### src/rtl/rv_ctrl_pkg.sv
// Shared types and encodings for the multi-cycle RV32I control unit.
package rv_ctrl_pkg;

   typedef enum logic [3:0] {
      S_FETCH,
      S_DECODE,
      S_MEMADR,
      S_MEMREAD,
      S_MEMWB,
      S_MEMWRITE,
      S_EXECR,
      S_EXECI,
      S_ALUWB,
      S_BEQ,
      S_JAL,
      S_TRAP
   } state_t;

   localparam logic [6:0] OP_LOAD   = 7'b0000011;
   localparam logic [6:0] OP_STORE  = 7'b0100011;
   localparam logic [6:0] OP_RTYPE  = 7'b0110011;
   localparam logic [6:0] OP_ITYPE  = 7'b0010011;
   localparam logic [6:0] OP_BRANCH = 7'b1100011;
   localparam logic [6:0] OP_JAL    = 7'b1101111;

   localparam logic [1:0] ALUOP_ADD   = 2'b00;
   localparam logic [1:0] ALUOP_SUB   = 2'b01;
   localparam logic [1:0] ALUOP_FUNCT = 2'b10;

   localparam logic [2:0] ALU_ADD = 3'b000;
   localparam logic [2:0] ALU_SUB = 3'b001;
   localparam logic [2:0] ALU_AND = 3'b010;
   localparam logic [2:0] ALU_OR  = 3'b011;
   localparam logic [2:0] ALU_SLT = 3'b101;

   localparam logic [1:0] RES_ALUOUT    = 2'b00;
   localparam logic [1:0] RES_DATA      = 2'b01;
   localparam logic [1:0] RES_ALURESULT = 2'b10;

   localparam logic [1:0] SRCA_PC    = 2'b00;
   localparam logic [1:0] SRCA_OLDPC = 2'b01;
   localparam logic [1:0] SRCA_RS1   = 2'b10;

   localparam logic [1:0] SRCB_RS2  = 2'b00;
   localparam logic [1:0] SRCB_IMM  = 2'b01;
   localparam logic [1:0] SRCB_FOUR = 2'b10;

   localparam logic [1:0] IMM_I = 2'b00;
   localparam logic [1:0] IMM_S = 2'b01;
   localparam logic [1:0] IMM_B = 2'b10;
   localparam logic [1:0] IMM_J = 2'b11;

   localparam logic [1:0] CAUSE_NONE    = 2'b00;
   localparam logic [1:0] CAUSE_ILLEGAL = 2'b01;
   localparam logic [1:0] CAUSE_TIMEOUT = 2'b10;

   // States that wait on mem_ready and are covered by the watchdog.
   function automatic logic is_mem_wait(input state_t s);
      return (s == S_FETCH) || (s == S_MEMREAD) || (s == S_MEMWRITE);
   endfunction

endpackage

### src/rtl/alu_ctrl_decode.sv
// Combinational ALU control decode from ALUOp, funct3, funct7[5] and Op[5].
module alu_ctrl_decode
   import rv_ctrl_pkg::*;
(
   input  logic [1:0] alu_op,
   input  logic       op5,
   input  logic [2:0] funct3,
   input  logic       funct7_5,
   output logic [2:0] alu_control
);

   always_comb begin
      alu_control = ALU_ADD;
      case (alu_op)
         ALUOP_SUB: alu_control = ALU_SUB;
         ALUOP_FUNCT: begin
            case (funct3)
               // Only R-type (op5=1) can select sub; addi with funct7[5] set stays add.
               3'b000:  alu_control = (op5 & funct7_5) ? ALU_SUB : ALU_ADD;
               3'b010:  alu_control = ALU_SLT;
               3'b110:  alu_control = ALU_OR;
               3'b111:  alu_control = ALU_AND;
               default: alu_control = ALU_ADD;
            endcase
         end
         default: alu_control = ALU_ADD;
      endcase
   end

endmodule

### src/rtl/multicycle_control_unit.sv
// Multi-cycle RV32I control FSM with memory-wait watchdog and sticky trap.
// Optional JAL support is built when RV_JAL_EN is defined.
//
// state      | meaning
// FETCH      | read instruction at PC, PC <= PC+4 on mem_ready
// DECODE     | read registers, OldPC+imm into ALUOut
// MEMADR     | rs1+imm address for load/store
// MEMREAD    | load access, waits for mem_ready
// MEMWB      | write loaded data to rd
// MEMWRITE   | store access, MemWrite held until mem_ready
// EXECR      | R-type ALU operation
// EXECI      | I-type ALU operation
// ALUWB      | write ALUOut to rd
// BEQ        | compare rs1/rs2, PC <= target when Zero
// JAL        | PC <= target, OldPC+4 into ALUOut
// TRAP       | sticky error, left only by reset
module multicycle_control_unit
   import rv_ctrl_pkg::*;
#(
   parameter int TIMEOUT_W = 4,
   parameter int MAX_WAIT  = 10
)(
   input  logic       clk,
   input  logic       rst,
   input  logic [6:0] Op,
   input  logic [2:0] funct3,
   input  logic [6:0] funct7,
   input  logic       Zero,
   input  logic       mem_ready,
   output logic       PCWrite,
   output logic       AdrSrc,
   output logic       MemWrite,
   output logic       IRWrite,
   output logic       RegWrite,
   output logic [1:0] ResultSrc,
   output logic [1:0] ALUSrcA,
   output logic [1:0] ALUSrcB,
   output logic [1:0] ImmSrc,
   output logic [2:0] ALUControl,
   output logic       instr_done,
   output logic       trap,
   output logic [1:0] trap_cause
);

   localparam logic [TIMEOUT_W-1:0] MAX_CNT = TIMEOUT_W'(MAX_WAIT);

   state_t               state;
   logic [TIMEOUT_W-1:0] wait_cnt;
   logic                 timeout;
   logic [1:0]           alu_op;
   logic                 unused_funct7;

   assign unused_funct7 = ^{funct7[6], funct7[4:0]};

   // Timeout fires in the cycle the count sits at MAX_WAIT and memory is still busy.
   assign timeout = is_mem_wait(state) && !mem_ready && (wait_cnt == MAX_CNT);

   always_ff @(posedge clk or negedge rst) begin
      if (!rst) begin
         state      <= S_FETCH;
         wait_cnt   <= '0;
         trap       <= 1'b0;
         trap_cause <= CAUSE_NONE;
      end else begin
         // Held at zero outside a wait, so every wait state starts from zero.
         if (is_mem_wait(state) && !mem_ready && !timeout)
            wait_cnt <= wait_cnt + 1'b1;
         else
            wait_cnt <= '0;

         if (timeout) begin
            state      <= S_TRAP;
            trap       <= 1'b1;
            trap_cause <= CAUSE_TIMEOUT;
         end else begin
            case (state)
               S_FETCH:    if (mem_ready) state <= S_DECODE;
               S_DECODE: begin
                  case (Op)
                     OP_LOAD, OP_STORE: state <= S_MEMADR;
                     OP_RTYPE:          state <= S_EXECR;
                     OP_ITYPE:          state <= S_EXECI;
                     OP_BRANCH:         state <= S_BEQ;
`ifdef RV_JAL_EN
                     OP_JAL:            state <= S_JAL;
`endif
                     default: begin
                        state      <= S_TRAP;
                        trap       <= 1'b1;
                        trap_cause <= CAUSE_ILLEGAL;
                     end
                  endcase
               end
               S_MEMADR:   state <= Op[5] ? S_MEMWRITE : S_MEMREAD;
               S_MEMREAD:  if (mem_ready) state <= S_MEMWB;
               S_MEMWRITE: if (mem_ready) state <= S_FETCH;
               S_EXECR, S_EXECI, S_JAL: state <= S_ALUWB;
               S_MEMWB, S_ALUWB, S_BEQ: state <= S_FETCH;
               S_TRAP:     state <= S_TRAP;
               default:    state <= S_FETCH;
            endcase
         end
      end
   end

   always_comb begin
      PCWrite    = 1'b0;
      AdrSrc     = 1'b0;
      MemWrite   = 1'b0;
      IRWrite    = 1'b0;
      RegWrite   = 1'b0;
      instr_done = 1'b0;
      ResultSrc  = RES_ALUOUT;
      ALUSrcA    = SRCA_PC;
      ALUSrcB    = SRCB_RS2;
      alu_op     = ALUOP_ADD;
      case (state)
         S_FETCH: begin
            ALUSrcB   = SRCB_FOUR;
            ResultSrc = RES_ALURESULT;
            PCWrite   = mem_ready;
            IRWrite   = mem_ready;
         end
         S_DECODE: begin
            ALUSrcA = SRCA_OLDPC;
            ALUSrcB = SRCB_IMM;
         end
         S_MEMADR: begin
            ALUSrcA = SRCA_RS1;
            ALUSrcB = SRCB_IMM;
         end
         S_MEMREAD: AdrSrc = 1'b1;
         S_MEMWB: begin
            ResultSrc  = RES_DATA;
            RegWrite   = 1'b1;
            instr_done = 1'b1;
         end
         S_MEMWRITE: begin
            AdrSrc     = 1'b1;
            MemWrite   = !timeout;
            instr_done = mem_ready;
         end
         S_EXECR: begin
            ALUSrcA = SRCA_RS1;
            ALUSrcB = SRCB_RS2;
            alu_op  = ALUOP_FUNCT;
         end
         S_EXECI: begin
            ALUSrcA = SRCA_RS1;
            ALUSrcB = SRCB_IMM;
            alu_op  = ALUOP_FUNCT;
         end
         S_ALUWB: begin
            RegWrite   = 1'b1;
            instr_done = 1'b1;
         end
         S_BEQ: begin
            ALUSrcA    = SRCA_RS1;
            ALUSrcB    = SRCB_RS2;
            alu_op     = ALUOP_SUB;
            PCWrite    = Zero;
            instr_done = 1'b1;
         end
         S_JAL: begin
            ALUSrcA = SRCA_OLDPC;
            ALUSrcB = SRCB_FOUR;
            PCWrite = 1'b1;
         end
         default: ;
      endcase
   end

   always_comb begin
      case (Op)
         OP_STORE:  ImmSrc = IMM_S;
         OP_BRANCH: ImmSrc = IMM_B;
`ifdef RV_JAL_EN
         OP_JAL:    ImmSrc = IMM_J;
`endif
         default:   ImmSrc = IMM_I;
      endcase
   end

   alu_ctrl_decode u_alu_ctrl_decode (
      .alu_op      (alu_op),
      .op5         (Op[5]),
      .funct3      (funct3),
      .funct7_5    (funct7[5]),
      .alu_control (ALUControl)
   );

endmodule

### config.mk
export PLATFORM = sky130hd
export DESIGN_NAME = multicycle_control_unit
export DESIGN_NICKNAME = d
export VERILOG_FILES = /design/src/rtl/rv_ctrl_pkg.sv /design/src/rtl/alu_ctrl_decode.sv /design/src/rtl/multicycle_control_unit.sv
export SDC_FILE = /design/constraint.sdc
export NUM_CORES = 1
export LEC_CHECK = 0
export ABC_AREA = 1
export ABC_CLOCK_PERIOD_IN_PS = 1600
export BUFFER_PORTS_ARGS = -buffer_cell sky130_fd_sc_hd__buf_2
export CAP_MARGIN = 10
export CORE_AREA = 5 5 53 55
export DETAILED_ROUTE_END_ITERATION = 7
export DIE_AREA = 0 0 58 60
export PLACE_DENSITY = 0.72
export RECOVER_POWER = 100
export SETUP_SLACK_MARGIN = 0.1
export SYNTH_ARGS = -nofsm -noshare
export SYNTH_HDL_FRONTEND = slang
export SYNTH_SLANG_ARGS = --single-unit
### constraint.sdc
create_clock -name clk -period 1.6 [get_ports clk]
set_clock_uncertainty 0.1 [all_clocks]
set_input_delay 0.32 -clock clk [delete_from_list [all_inputs] [get_ports clk]]
set_output_delay 0.32 -clock clk [all_outputs]
set_load 0.005 [all_outputs]
; ---- Yosys cells after proc, flatten, opt, wreduce, memory -nomap -nowiden
; Index checks and enable logic that the tools add are counted.
[totals]
inputBits = 21
out_inout_bits = 20
register_bits = 11
word_cells = 83
[classes]
n_addsub = 1
n_mux = 28
n_bitwise = 1
n_eq_ne = 26
reduce_logical = 23
[op_table]
columns = cell, n
row1 = 4-bit case mux with 7 select lines, 1
row2 = 4-bit equality test (second input constant), 5
row3 = 4-bit 2-to-1 mux, 5
row4 = 2-bit case mux with 2 select lines, 5
row5 = 4-bit by 3-bit equality test with 1-bit output (second input constant), 4
row6 = 4-bit case mux with 4 select lines, 1
row7 = 7-bit by 6-bit equality test with 1-bit output (second input constant), 2
row8 = 3-bit case mux with 4 select lines, 1
row9 = 2-bit OR reduction, 6
row10 = 3-bit != test (second input constant), 3
row11 = 3-bit OR reduction, 3
row12 = 4-bit by 2-bit equality test with 1-bit output (second input constant), 2
row13 = 1-bit 2-to-1 mux, 8
row14 = 7-bit by 2-bit equality test with 1-bit output (second input constant), 1
row15 = 7-bit by 5-bit equality test with 1-bit output (second input constant), 1
row16 = 7-bit equality test (second input constant), 1
row17 = 3-bit equality test (second input constant), 2
row18 = 2-bit 2-to-1 mux, 3
row19 = 3-bit case mux with 2 select lines, 1
row20 = 5-bit OR reduction, 1
row21 = 4-bit by 1-bit adder with 4-bit output (second input constant), 1
row22 = 4-bit by 1-bit equality test with 1-bit output (second input constant), 1
row23 = 4-bit logical NOT, 1
row24 = 4-bit OR reduction, 1
row25 = other kinds (15), 19

; ---- Longest topological paths before layout
; Gate-level depths: netlist of run 1.
[logic_depth]
depth_word = 8
mapped_depth = 9
ltp_nobuf = 8

; ---- Cells and area by module
; Synthesis of run 1 repeated with hierarchy kept, for this count alone.
[hier_totals]
hier_cells = 129
area_unflattened_um2 = 893.4
[by_module_without_submodules]
columns = mod, seq_area_each_um2, n_inst, area_each_um2, cells_each
row1 = multicycle_control_unit, 275.3, 1, 802.0, 112
row2 = alu_ctrl_decode, 0.0, 1, 91.3, 17

; ---- Least setup slack after synthesis of run 1
; No wires, ideal clock.
[synth_path]
kind = reg-to-output
start = reg state[3]
end = out ALUControl[1]
setup_slack_ns = -0.146
path_stages_with_launch = 7
t_required_ns = 1.180
path_buffers = 0
arrival_ns = 1.326
cell_sequence = dfrtp_1 > nor2_4 > inv_2 > nor2_1 > inv_1 > ha_1 > nor3_1
[synth_via]
elab_chain_len = 5
elab_cells_between_ends = 8
classes_between = 5 x eq/ne / 2 x mux / 1 x reduce/logical
[synth_rtl]
columns = item, line_no
row1 = start: declaration, multicycle_control_unit.sv:47  ; state_t state;
row2 = start signal: assignment, multicycle_control_unit.sv:94  ; S_MEMADR: state <= Op[5] ? S_MEMWRITE : S_MEMREAD;
row3 = 4-bit by 3-bit equality test with 1-bit output, multicycle_control_unit.sv:117  ; case (state)
row4 = 2-bit OR reduction (no source line), --
row5 = 2-bit case mux with 2 select lines (*), multicycle_control_unit.sv:117
row6 = 2-bit equality test or 2-bit by 1-bit equality test with 1-bit output (tied branches), alu_ctrl_decode.sv:14  ; case (alu_op)
row7 = 3-bit case mux with 2 select lines (*), alu_ctrl_decode.sv:14
row8 = end: declaration, multicycle_control_unit.sv:39  ; output logic [2:0] ALUControl,
; Mark *: on every way between the ends. The rest lies on a longest branch, timed or not.

; ---- Worst setup path after layout of run 1
[layout_path]
start = reg state[3]
end = out MemWrite
[layout_via]
elab_chain_len = 7
elab_cells_between_ends = 9
classes_between = 2 x eq/ne / 1 x mux / 6 x reduce/logical
[layout_rtl]
columns = item, line_no
row1 = 4-bit by 2-bit equality test with 1-bit output or 4-bit logical NOT (tied branches), rv_ctrl_pkg.sv:59  ; return (s == S_FETCH) || (s == S_MEMREAD) || (s == S_MEMWRITE);
row2 = 1-bit logical OR (2 in series), rv_ctrl_pkg.sv:59
row3 = 1-bit logical AND (2 in series), multicycle_control_unit.sv:56  ; assign timeout = is_mem_wait(state) && !mem_ready && (wait_cnt == MAX_CNT);
row4 = 1-bit logical NOT, multicycle_control_unit.sv:140  ; MemWrite = !timeout;
row5 = 1-bit 2-to-1 mux (*), multicycle_control_unit.sv:117
row6 = end: declaration, multicycle_control_unit.sv:32  ; output logic MemWrite,
; Marked as above.

==> results.md, run 1 <==
- Clk root buf: clkbuf_4
- CTS tree: done
- Die Height: about 60 microns
- Final Max Slew Viols: 0
- Slowest library cell on the worst path: dfrtp_2
- CP Launch Type: flip-flop
- Syn-to-layout area delta: 67.9%
- Antenna Nets Post-Route: 0
- Violated checks: negative setup slack
- Drt via density: about 4.8
- Pwr Density: ~1700 nW/um^2
- I/O pin count: 41
- Starting Density: 0.381
- Final nets: about 220
- Critical path type: reg -> out
- Core Area: roughly 2300 sq um
- Crit share post-route: 1.27
- Number of port buffers: 34
- Syn Inst Count: 125
- Synth top area share: 0.308
- CP endpoint kind: output pin
- Yosys top cell by area: dfrtp_1
- Top cell family by delay on the critical path: flip-flops
- Die area: 3480 sq um
- Remaining DRCs: 0
- Mean Syn Cell Area: approximately 7.1 sq um
- Worst Path Required: between 1 and 1.5 ns
- Final weighted congestion in routability-driven placement: 0.903
- Post-Syn Area: 893 sq um
- HPWL Detailed: about 2.0 mm
- CTS Buf Count: 3
- 1st-pass router iterations: 4
- Syn_nets: 150
- # rows: 18
- Layout cells sized above 1: 0.586
- Status: finished, violations left
- Critical Path, Cell by Cell: buf_4 -> buf_4 -> nor2_4 -> nand3_2 -> nand3_4 -> a31oi_1 -> buf_2
- Cell mode on critical path: buf_4
- RSZ-0062 raised after global routing: yes
- Clock latency on the worst-skew pair: between 0.2 and 0.3 ns
- Yosys cell types: 24
- Max_slew headroom: 0.625
- Buffers and inverters on the worst path: 3
- Final hold vios: 0
- DR WL/cell: 12.6 microns
- Initial DRC count: 25
- Clock-pin transition on the worst setup and hold timing paths: ~0.070 ns
- Final worst setup slack: -0.435 ns
- Max-cap violations: 0
- Final hold slack: between 0.3 and 0.4 ns
- Die width: between 50 and 60 microns
- DP Area: around 1300 sq um
- First-pass GRT wire length: 4.33 mm
- Setup violations, final: 24
- Finished Core Util: 0.640
- Peak supply drop: between 0.001 and 0.0015 V
- Total global-route track usage: 0.160
- Synth top area cells: dfrtp_1 (31%), nand2_1 (10%), nor2_1 (8.4%)
- Min-delay worst type: in -> reg
- CP max stage delay: around 0.45 ns
- Fin area: between 1500 and 2000 sq um
- Sequential area share after synthesis: 0.308
- Global route overflow: 0
- Clock buffer depth: 2
- Synthesis warning total: 0
- Ant. Diodes: 0
- Final Power: between 2 and 3 mW
- Vias in the first global route: 1041
- Wirelength, routed: approximately 2.8 mm
- Initial antenna violation count: 0
- Data arrival time at the worst-slack endpoint: 1.61 ns
- Largest net degree at the start of global routing: 12
- CTS H-tree lvls: 1
- Dpl ws: -0.107 ns
- Least-Margin Pin Slew: 0.562 ns
- Maximum clock frequency: about 490 MHz
- Number of synthesized register bits: 11
- Min cycle time layout: approximately 2.0 ns
- Leak: about 0.77 nW
- Max Fanout on Critical Path: 4
- Clock sinks: 11
- Detailed-route via count: ~1100
## sequential cells by signal, indices dropped and copies added, names as in the netlist
register	cells
wait_cnt	4
state	4
trap	1
trap_cause	2
## cells in the final DEF (no fill, tap or decap), types with 2 or more instances in the layout
cell type,Yosys,routed
buf_6,2,4
ha_1,4,2
nand3_2,3,3
nand2_2,5,8
ha_4,0,2
buf_4,0,25
o211ai_1,5,5
nand2_4,0,3
nor2_4,2,8
inv_1,12,9
nand2_1,24,18
clkbuf_1,0,3
nor3_1,4,2
clkbuf_4,0,3
nand4_1,3,3
a21oi_2,0,2
nor2_1,20,13
buf_2,0,32
nor2_2,5,6
nand3_4,1,3
inv_2,6,8
nand3_1,9,7
dfrtp_1,11,10
## routing by layer
layer / track usage / up-vias / part of all wire
li1: - / 535 / -
met2: 0.285 / 27 / 0.52
met3: 0.0324 / 6 / 0.053
met5: 0 / - / 0
met1: 0.181 / 495 / 0.40
met4: 0.0762 / 0 / 0.019
## worst min-delay path, delay by kind of cell
family / cells / cell delay (ns)
buf+inv: 1 / 0.13
simple gates: 3 / 0.22
## cells in the mapped netlist, drive strengths merged
cell type and count:
nand2 29, nor2 27, inv 18, nand3 13, dfrtp 11, o211ai 5
ha 4, nor3 4, nand4 3, a21oi 2, buf 2, o21ai 2
a31oi 1, clkinv 1, nand3b 1, xnor2 1, xor2 1
## final timing paths
| kind | end | slack [ns] | cells after the start | startpoint |
|---|---|---|---|---|
| setup / recovery | MemWrite | -0.43 | 7 | state[3]$_DFFE_PN0P_ |
| hold / removal | state[1]$_DFFE_PN0P_ | 0.35 | 4 | Op[5] |
| setup reg to reg | state[2]$_DFFE_PN0P_ | -0.17 | 10 | state[3]$_DFFE_PN0P_ |
| hold reg to reg | trap_cause[1]$_DFFE_PN0P_ | 0.37 | 2 | trap_cause[1]$_DFFE_PN0P_ |
| max in group asynchronous | state[3]$_DFFE_PN0P_ | 0.54 | 2 | rst |
| min in group asynchronous | state[0]$_DFFE_PN0P_ | 0.46 | 2 | rst |
## cell type report
type	instances	area [sq um]
clock buffer	4	26.3
fill	197	842
inverter	19	73.8
multi-input combinational	93	676
sequential	11	277
tap	30	37.5
timing repair buffer	64	410
## repair_timing
action	in CTS	in global routing
hold endpoints to repair	11	0
endpoints found under the setup margin	19	27
buffers inserted	6	6
pin swaps	8	12
gates resized for setup	16	16
hold buffers	1	0
## power breakdown
group          total [mW]  internal [mW]  leakage (nW)  switching [mW]
sequential          0.419          0.348         0.137          0.0713
combinational        1.99          0.953         0.622            1.04
clock               0.182         0.0963        0.0150          0.0862
## cells by family (layout without fill, tap and decap cells)
group,Yosys count,in the layout,synth area share
and+or+nand+nor,77,77,0.436
adders and majority gates,4,4,0.0560
DFF,11,11,0.308
AOI/OAI and AO/OA,10,10,0.0756
buffers and inverters,21,87,0.105
xor gates and xnor gates,2,2,0.0196
## through the flow
| step | instances | TNS (ns) |
|---|---|---|
| 5_1_grt | 221 | -7.07 |
| 2_1_floorplan | 125 | 0 |
| 3_5_place_dp | 205 | -0.233 |
| 4_1_cts | 215 | -3.49 |
| 6_report | 221 | -5.20 |
| 3_3_place_gp | 205 | -0.148 |
No activity file was read; power rests on OpenSTA's default activity.
==> inputs of run 2 (changes only) <==
Settings changed: CORE_AREA 5 5 53 55 to 5 5 45 66, DIE_AREA 0 0 58 60 to 0 0 50 71, PLACE_DENSITY 0.72 to 0.7.
==> run 2 against run 1 <==
Compared with the run above: the run still ends with negative setup slack left; count of clock-buffer cells in the layout is the same; flip-flop and latch count is the same; power grew 16%; clock power is essentially flat; die area grew 2.0%; worst setup slack gained 0.041 ns; global-route usage grew 0.75 points; hold slack gained 0.016 ns; via count grew 7.7%; critical path type unchanged.
==> results.md, run 2 (synthesis gave the netlist of run 1 again) <==
- RSZ-0062 raised after global routing: yes (unchanged)
- Peak supply drop: 0.000963 V (was 0.00104 V)
- Clock buffer depth: 2 (unchanged)
- Final Max Slew Viols: 0 (unchanged)
- Clock-pin transition on the worst setup and hold timing paths: 0.06 ns (was 0.07 ns)
- Worst Path Required: 1.18 ns (about the same)
- CTS Buf Count: 3 (unchanged)
- Least-Margin Pin Slew: 0.576 ns (was 0.562 ns)
- Most frequent cells in the layout: buf_2 (31), buf_4 (26), nand2_1 (13), nor2_1 (13), buf_6 (13) (was buf_2 (32), buf_4 (25), nand2_1 (18))
- Min-delay worst type: in -> reg (unchanged)
- Violated checks: negative setup slack (unchanged)
- Syn-to-layout area delta: 85.3% (was 67.9%)
- Most common cell after layout, fill and taps aside: buf_2 (unchanged)
- Total global-route track usage: 0.167 (was 0.160)
- Core Area: 2370 sq um (was 2340 sq um)
- Wirelength, routed: 3.18 mm (was 2.78 mm)
- Max-cap violations: 0 (unchanged)
- Clock sinks: 11 (unchanged)
- Min cycle time layout: 1.99 ns (was 2.03 ns)
- Layout cells sized above 1: 0.645 (was 0.586)
- Number of port buffers: 34 (unchanged)
- Register Area: 277 sq um (unchanged)
- Status: finished, violations left (unchanged)
- Max Fanout on Critical Path: 4 (unchanged)
- HPWL Detailed: 2.13 mm (was 2.01 mm)
- Global route overflow: 0 (unchanged)
- I/O pin count: 41 (unchanged)
- Final worst setup slack: -0.394 ns (was -0.435 ns)
- Leak: 0.840 nW (was 0.774 nW)
- Crit path from: state[1]$_DFFE_PN0P_ (was state[3]$_DFFE_PN0P_)
- Post-Layout Cell Count: 224 (was 221)
- Finished Core Util: 0.699 (was 0.640)
- RR Startpoint: state[2]$_DFFE_PN0P_ (was state[3]$_DFFE_PN0P_)
- Clock latency on the worst-skew pair: 0.26 ns (about the same)
- Starting Density: 0.377 (was 0.381)
- Die Height: 71 microns (was 60 microns)
- First-pass GRT wire length: 4.80 mm (was 4.33 mm)
- Ant. Diodes: 0 (unchanged)
- Critical path type: reg -> out (unchanged)
- Fill count: 185 (was 197)
- Initial DRC count: 20 (was 25)
- Drt via density: 5.11 (was 4.81)
- Detailed-route via count: 1145 (was 1063)
- 1st-pass router iterations: 4 (unchanged)
- Antenna Nets Post-Route: 0 (unchanged)
- Vias in the first global route: 1184 (was 1041)
- Pwr Density: 1810 nW/um^2 (was 1730 nW/um^2)
- DR WL/cell: 14.2 microns (was 12.6 microns)
- CP endpoint kind: output pin (unchanged)
- Maximum clock frequency: 502 MHz (was 491 MHz)
- Final hold slack: 0.368 ns (was 0.352 ns)
- Setup tns final: -4.79 ns (was -5.20 ns)
- Setup violations, final: 20 (was 24)
- Final Power: 3.00 mW (was 2.59 mW)
- Final nets: 226 (was 217)
- Die area: 3550 sq um (was 3480 sq um)
- Die width: 50 microns (was 58 microns)
- Initial antenna violation count: 0 (unchanged)
- Placed cell count: 201 (was 205)
- Area of the multi-input gates: 732 sq um (was 676 sq um)
- CTS H-tree lvls: 1 (unchanged)
- Crit share post-route: 1.25 (was 1.27)
- Final hold vios: 0 (unchanged)
- HP Start: Op[5] (unchanged)
- Regs by FF count: state (4), wait_cnt (4), trap_cause (2) (unchanged)
- Largest net degree at the start of global routing: 12 (unchanged)
- CP Launch Type: flip-flop (unchanged)
- Data arrival time at the worst-slack endpoint: 1.57 ns (was 1.61 ns)
- # rows: 22 (was 18)
- Clk root buf: clkbuf_4 (unchanged)
- Max_slew headroom: 0.616 (was 0.625)
- CTS tree: done (unchanged)
- Final weighted congestion in routability-driven placement: 0.865 (was 0.903)
- Remaining DRCs: 0 (unchanged)
==> run 2: critical path, cell delays in order (launching register included) <==
cell     delay (ns)
dfrtp_1        0.42
inv_4          0.09
nand2_2        0.07
nor2_4         0.17
inv_2          0.07
ha_4           0.18
buf_6          0.12
nand2_2        0.05
nor2_1         0.04
buf_2          0.12
==> run 2: cell type report <==
type | instances | area share
clock buffer | 4 | 0.0159
inverter | 19 | 0.0461
multi-input combinational | 93 | 0.442
sequential | 11 | 0.167
tap | 24 | 0.0181
timing repair buffer | 73 | 0.311
==> run 2: stage by stage <==
stage | setup slack, ns | instance area, sq um
after floorplan | 0.0262 | 950
final | -0.394 | 1660
after global routing | -0.498 | 1660
after detailed placement | -0.0950 | 1280
after CTS | -0.383 | 1510
after global placement | -0.0587 | 1280
==> run 2: final timing paths <==
kind                            slack (ns)  cells after the start                         to
worst max register to register       -0.22                     13       state[3]$_DFFE_PN0P_
max in group asynchronous             0.53                      2       state[3]$_DFFE_PN0P_
min in group asynchronous             0.46                      2      wait_cnt[1]$_DFF_PN0_
worst min register to register        0.39                      2  trap_cause[1]$_DFFE_PN0P_
worst min-delay path                  0.37                      4       state[1]$_DFFE_PN0P_
worst max-delay path                 -0.39                      9              ALUControl[2]
==> run 2: what timing repair did <==
item / in CTS / in global routing
buffers inserted: 12 / 9
hold buffers: 1 / 0
pin swaps: 11 / 15
hold endpoints to repair: 11 / 0
resized for setup: 29 / 31
endpoints found under the setup margin: 26 / 27
==> run 2: metal layers <==
metal  global-route usage  vias to the layer above  routed length, microns
met5                    0                        -                       0
met4                0.134                        0                     201
met3               0.0168                       18                     156
met2                0.322                       36                    1780
met1                0.145                      539                    1040
li1                     -                      552                       -
==> run 2: report_power, final <==
| part | switching, mW | total (mW) | leakage (nW) | internal [mW] |
|---|---|---|---|---|
| logic | 1.22 | 2.41 | 0.688 | 1.19 |
| clock network | 0.0847 | 0.181 | 0.0150 | 0.0964 |
| registers | 0.0663 | 0.414 | 0.137 | 0.348 |
| total | 1.37 | 3.00 | 0.840 | 1.63 |
